==> config.mk <==
export PLATFORM = sky130hd
export DESIGN_NAME = mod_audio_adc_deser
export DESIGN_NICKNAME = d
export VERILOG_FILES = /design/src/rtl/mod_audio_pkg.sv /design/src/rtl/mod_audio_lrck_edge.sv /design/src/rtl/mod_audio_adc_deser.sv
export SDC_FILE = /design/constraint.sdc
export NUM_CORES = 1
export LEC_CHECK = 0
export ABC_AREA = 1
export CAP_MARGIN = 20
export CORE_UTILIZATION = 26
export CTS_CLUSTER_DIAMETER = 60
export DETAILED_ROUTE_END_ITERATION = 10
export PLACE_DENSITY = 0.55
export SETUP_SLACK_MARGIN = 0.05
export SLEW_MARGIN = 20
export SYNTH_ARGS = -nofsm -noshare
export SYNTH_HDL_FRONTEND = slang
export SYNTH_SLANG_ARGS = --single-unit
==> constraint.sdc <==
create_clock -name i_aud_bclk -period 1.8 [get_ports i_aud_bclk]
set_clock_uncertainty 0.15 [all_clocks]
set_input_delay 0.45 -clock i_aud_bclk [delete_from_list [all_inputs] [get_ports i_aud_bclk]]
set_output_delay 0.45 -clock i_aud_bclk [all_outputs]
set_load 0.01 [all_outputs]
==> src/rtl/mod_audio_pkg.sv <==
// Shared audio codec constants: FSM encodings and frame widths.
// Used by the ADC deserializer and the DAC serial driver.
package mod_audio_pkg;

  localparam int AUDIO_SAMPLE_WIDTH = 16;
  localparam int AUDIO_FRAME_WIDTH  = 2 * AUDIO_SAMPLE_WIDTH;

  localparam logic [3:0] ST_SYNC  = 4'd0;
  localparam logic [3:0] ST_LEFT  = 4'd1;
  localparam logic [3:0] ST_RIGHT = 4'd2;

  function automatic int frame_w(input int w);
    return 2 * w;
  endfunction

endpackage

==> src/rtl/mod_audio_lrck_edge.sv <==
// LRCK edge detector: registers lrck (reset high) and flags edges.
// Ports: clk, nrst, lrck in; rise, fall out (combinational).
module mod_audio_lrck_edge (
  input  logic clk,
  input  logic nrst,
  input  logic lrck,
  output logic rise,
  output logic fall
);

  logic lrck_q;

  // Reset high so an LRCK already high at release is not a frame start.
  always_ff @(posedge clk or negedge nrst) begin
    if (!nrst) lrck_q <= 1'b1;
    else       lrck_q <= lrck;
  end

  assign rise = lrck & ~lrck_q;
  assign fall = ~lrck & lrck_q;

endmodule

==> src/rtl/mod_audio_adc_deser.sv <==
// Left-justified stereo ADC deserializer in the bclk domain.
// Ports: i_aud_bclk, i_nrst, i_aud_adclrck, i_aud_adcdat in;
// o_data {left,right}, o_valid, o_err strobes, o_state debug out.
module mod_audio_adc_deser
  import mod_audio_pkg::*;
#(
  parameter int DATA_WIDTH = AUDIO_SAMPLE_WIDTH
) (
  input  logic                            i_aud_bclk,
  input  logic                            i_nrst,
  input  logic                            i_aud_adclrck,
  input  logic                            i_aud_adcdat,
  output logic [frame_w(DATA_WIDTH)-1:0]  o_data,
  output logic                            o_valid,
  output logic                            o_err,
  output logic [3:0]                      o_state
);

  localparam int CW = $clog2(DATA_WIDTH + 1);
  localparam logic [CW-1:0] FULL = CW'(DATA_WIDTH);

  logic [3:0]            state, state_d;
  logic                  rise, fall;
  logic [DATA_WIDTH-1:0] sr, left_hold;
  logic [CW-1:0]         cnt;
  logic                  full;
  logic                  start, shift_en, latch_left;
  logic                  valid_d, err_d;

  mod_audio_lrck_edge u_edge (
    .clk  (i_aud_bclk),
    .nrst (i_nrst),
    .lrck (i_aud_adclrck),
    .rise (rise),
    .fall (fall)
  );

  assign full = (cnt == FULL);

  always_ff @(posedge i_aud_bclk or negedge i_nrst) begin
    if (!i_nrst) state <= ST_SYNC;
    else         state <= state_d;
  end

  always_comb begin
    state_d = state;
    case (state)
      ST_SYNC:  if (rise) state_d = ST_LEFT;
      ST_LEFT:  if (fall) state_d = full ? ST_RIGHT : ST_SYNC;
      ST_RIGHT: if (rise) state_d = ST_LEFT;
      default:  state_d = ST_SYNC;
    endcase
  end

  always_comb begin
    start      = 1'b0;
    shift_en   = 1'b0;
    latch_left = 1'b0;
    valid_d    = 1'b0;
    err_d      = 1'b0;
    case (state)
      ST_SYNC: start = rise;
      ST_LEFT: begin
        latch_left = fall & full;
        start      = fall & full;
        err_d      = fall & ~full;
        shift_en   = ~fall & ~full;
      end
      ST_RIGHT: begin
        // A rise always opens a new left half, even after a short right.
        start    = rise;
        valid_d  = rise & full;
        err_d    = rise & ~full;
        shift_en = ~rise & ~full;
      end
      default: ;
    endcase
  end

  always_ff @(posedge i_aud_bclk or negedge i_nrst) begin
    if (!i_nrst) begin
      sr        <= '0;
      cnt       <= '0;
      left_hold <= '0;
    end else begin
      if (start) begin
        sr  <= DATA_WIDTH'(i_aud_adcdat);
        cnt <= CW'(1);
      end else if (shift_en) begin
        sr  <= (sr << 1) | DATA_WIDTH'(i_aud_adcdat);
        cnt <= cnt + CW'(1);
      end else if (state_d == ST_SYNC) begin
        cnt <= '0;
      end
      if (latch_left) left_hold <= sr;
    end
  end

  always_ff @(posedge i_aud_bclk or negedge i_nrst) begin
    if (!i_nrst) begin
      o_data  <= '0;
      o_valid <= 1'b0;
      o_err   <= 1'b0;
    end else begin
      o_valid <= valid_d;
      o_err   <= err_d;
      if (valid_d) o_data <= {left_hold, sr};
    end
  end

  assign o_state = state;

endmodule

==> results.cfg, run 1 <==
[floorplan]
floorplan.rows = 39
coreArea_mm2 = 0.0115
number_of_top_level_design_ports = 42
die_area_mm2 = 0.0122
fp.dieW_um = 111
floorplan.initialDensity = 0.268
die_height_um = 111

[power]
power.switching_w = 0.000848
leakage_nw = 2.15
power_w = 0.00365
comb_power_share = 0.055
power.density_mw_per_mm2 = 855
cellInternalPower_w = 0.00280
power.sequential.fraction = 0.487
peakVddDrop_uv = 345
power.switching_fraction = 0.232
share_clk_of_total_power = 0.458

[sta]
post_route_setup_slack_ps = -28.2
final.min_clock_period_ps = 1830
finalCritPeriodShare = 1.02
final-hold-violation-count = 0
clock.fmax_ghz = 0.547
worst_hold_slack_ps = 239
setup_violations = 13
rsz0062_at_grt = yes
final_max_slew_viols = 0

[worst_setup_path]
path_delay_family = buffers and inverters
crit_buf_inv = 4
crit_path_start_kind = register
worst-endpoint-required_ps = 1860
critical_path.cell_chain = inv_2, ha_4, nand2_4, nor2_4, buf_4, nand4_1, buf_6, clkbuf_16, nand2_1, o21ai_0
critical_path_max_stage_delay_ps = 400
worst_setup_path_endpoint = o_data[0]
critPathSlowestCell = sky130_fd_sc_hd__dfrtp_1
critical_path_depth = 10
r2r_startpoint = cnt[0]
r2r_slack_ps = -30
worst_ep_arrival_time_ps = 1890
crit_end_element = register
worst_path_fanout_max = 12
critPathKind = register to register
reg2reg_to = o_data[0]
crit_path_start = cnt[0]
ff2ff_path_depth = 10

[finish]
diodes = 0
num-nets-final = 392
commonest_cells_after_routing_fill_and_taps_aside = sky130_fd_sc_hd__nand2_1 (101), sky130_fd_sc_hd__dfrtp_1 (75), sky130_fd_sc_hd__dlygate4sd2_1 (39)
layout.cells.most_common = sky130_fd_sc_hd__nand2_1
drive_gt1_frac = 0.230
area_growth_pct = 39.1
multiInputGateArea_mm2 = 0.00109
filler_cell_count = 1128
sequential_cell_area_mm2 = 0.00190

[global_route]
grt_pass1_wl_um = 11000
globalRouteTotalUtil = 0.113
grt_start_max_net_pins = 36
antenna_found_initial = 0
grt_pass1_vias = 2254
globalRoute.totalOverflow = 0

[detailed_routing]
antenna_violating_nets_post_route = 0
via_count = 2295
route.detailed.drc = 0
vias_per_cell = 4.30
met1_length_um = 3030
met2_length_um = 3360
drt_first_pass_iters = 4
routed_wire_length_um = 6870
drtIter0Drc = 140
routed-wl-met3_um = 362
detail_route.wl_per_cell_um = 12.9
highest-signal-layer = met4

[run_status]
violations_in_the_final_reports = negative setup slack
status = finished, violations left

[worst_hold_path]
hold_path_class = input port to register

[logic_synthesis]
synth-seq-cells = 76
netlist-cell-type-count = 27
synth.yosys.warnings = 0
post_synth_instance_area_mm2 = 0.00307
syn_area_per_cell_um2 = 9.84
synth-seq-area-share = 0.620
synthCells = 312

[clock_tree]
cts_buffer_depth = 2
numClockSinks = 76
cts_made_buffers = 9
cts_root_buf = sky130_fd_sc_hd__clkbuf_16
clock_slew_at_the_register_clock_pins_of_the_worst_setup_and_hold_paths_ps = 60
cts_tree = built
htree_levels = 3
clkLatencyLatePin_ps = 330

[place]
place.detailed.hpwl_um = 4140
pre_cts_slack_ps = -309
gp_congestion = 0.717
buffer_ports.inserted = 41

[flow_run]
cap_violations = 0
==> synth_stat cells (all sizes together) <==
library cell | count | area share
nand2 | 115 | 0.15
ha | 2 | 0.0082
inv | 31 | 0.039
a21oi | 2 | 0.0033
nand4 | 2 | 0.0041
clkbuf | 4 | 0.0049
dfrtp | 75 | 0.61
conb | 1 | 0.0012
nand3 | 9 | 0.020
nor2 | 12 | 0.038
xor2 | 2 | 0.0057
dfstp | 1 | 0.0086
buf | 6 | 0.015
o21ai | 50 | 0.093
==> metrics by stage <==
| step | util | instances | TNS (ps) | area (um2) |
|---|---|---|---|---|
| 3_5_place_dp | 0.328 | 502 | -17890 | 3760 |
| 4_1_cts | 0.356 | 525 | 0 | 4080 |
| 6_report | 0.372 | 534 | -157 | 4270 |
| 3_3_place_gp | 0.328 | 502 | -16760 | 3760 |
| 2_1_floorplan | - | 313 | 0 | 3070 |
| 5_1_grt | 0.372 | 534 | -2620 | 4270 |
==> cell families after synthesis <==
logic type / after synthesis / share of synthesized area
simple gates: 138 / 0.211
flops: 76 / 0.620
compound gates: 52 / 0.0958
buf+inv: 41 / 0.0583
xor+xnor: 2 / 0.00571
fa+ha+maj: 2 / 0.00815
other cells: 1 / 0.00122
==> timing repair <==
item	CTS	global route
setup buffers	3	7
gates cloned	3	2
gates resized for setup	45	32
hold endpoints to repair	31	0
hold buffers	1	0
setup endpoints to repair	62	52
pin swaps	4	16
==> state kept, by name, summed over array words and instances, names as in the netlist <==
name and count:
o_err 1, u_edge.lrck_q 1, left_hold 16, sr 16
cnt 5, o_state 4, o_data 32, o_valid 1
==> routing by layer <==
metal,global-route usage,up-vias
met5,0,-
met1,0.135,1111
met2,0.192,48
met4,0.0507,0
li1,-,1124
met3,0.0284,12
==> cell type report <==
type | instances | area share
Sequential cell | 76 | 0.446
Multi-Input combinational cell | 199 | 0.255
Timing Repair Buffer | 69 | 0.162
Clock buffer | 12 | 0.0577
Tap cell | 143 | 0.0419
Inverter | 31 | 0.0302
Clock inverter | 4 | 0.00762
==> worst min path at each step <==
stage	startpoint	end	slack (ps)	cells past startpoint
2_1_floorplan	i_nrst	cnt[0]	4	0
3_3_place_gp	i_nrst	o_state[2]	280	1
3_5_place_dp	i_nrst	o_state[2]	290	1
4_1_cts	i_aud_adclrck	u_edge.lrck_q	230	1
5_1_grt	i_aud_adclrck	u_edge.lrck_q	240	1
6_report	i_aud_adclrck	u_edge.lrck_q	240	1
==> power groups by stage <==
stage,combinational (W),sequential [W],clock (W)
floorplan,0.0000904,0.00180,0
global placement,0.000180,0.00180,0
detailed placement,0.000184,0.00181,0
CTS,0.000189,0.00177,0.00170
global route,0.000226,0.00178,0.00177
finish,0.000202,0.00178,0.00167
(Power assumes the default switching activity.)
==> run 2, diff against run 1 <==
--- a/config.mk
+++ b/config.mk
@@ -6,7 +6,6 @@
 export NUM_CORES = 1
 export LEC_CHECK = 0
 export ABC_AREA = 1
-export CAP_MARGIN = 20
 export CORE_UTILIZATION = 26
 export CTS_CLUSTER_DIAMETER = 60
 export DETAILED_ROUTE_END_ITERATION = 10
==> results of run 2 <==
The final DEF is identical to that of run 1; final timing and power are the same.
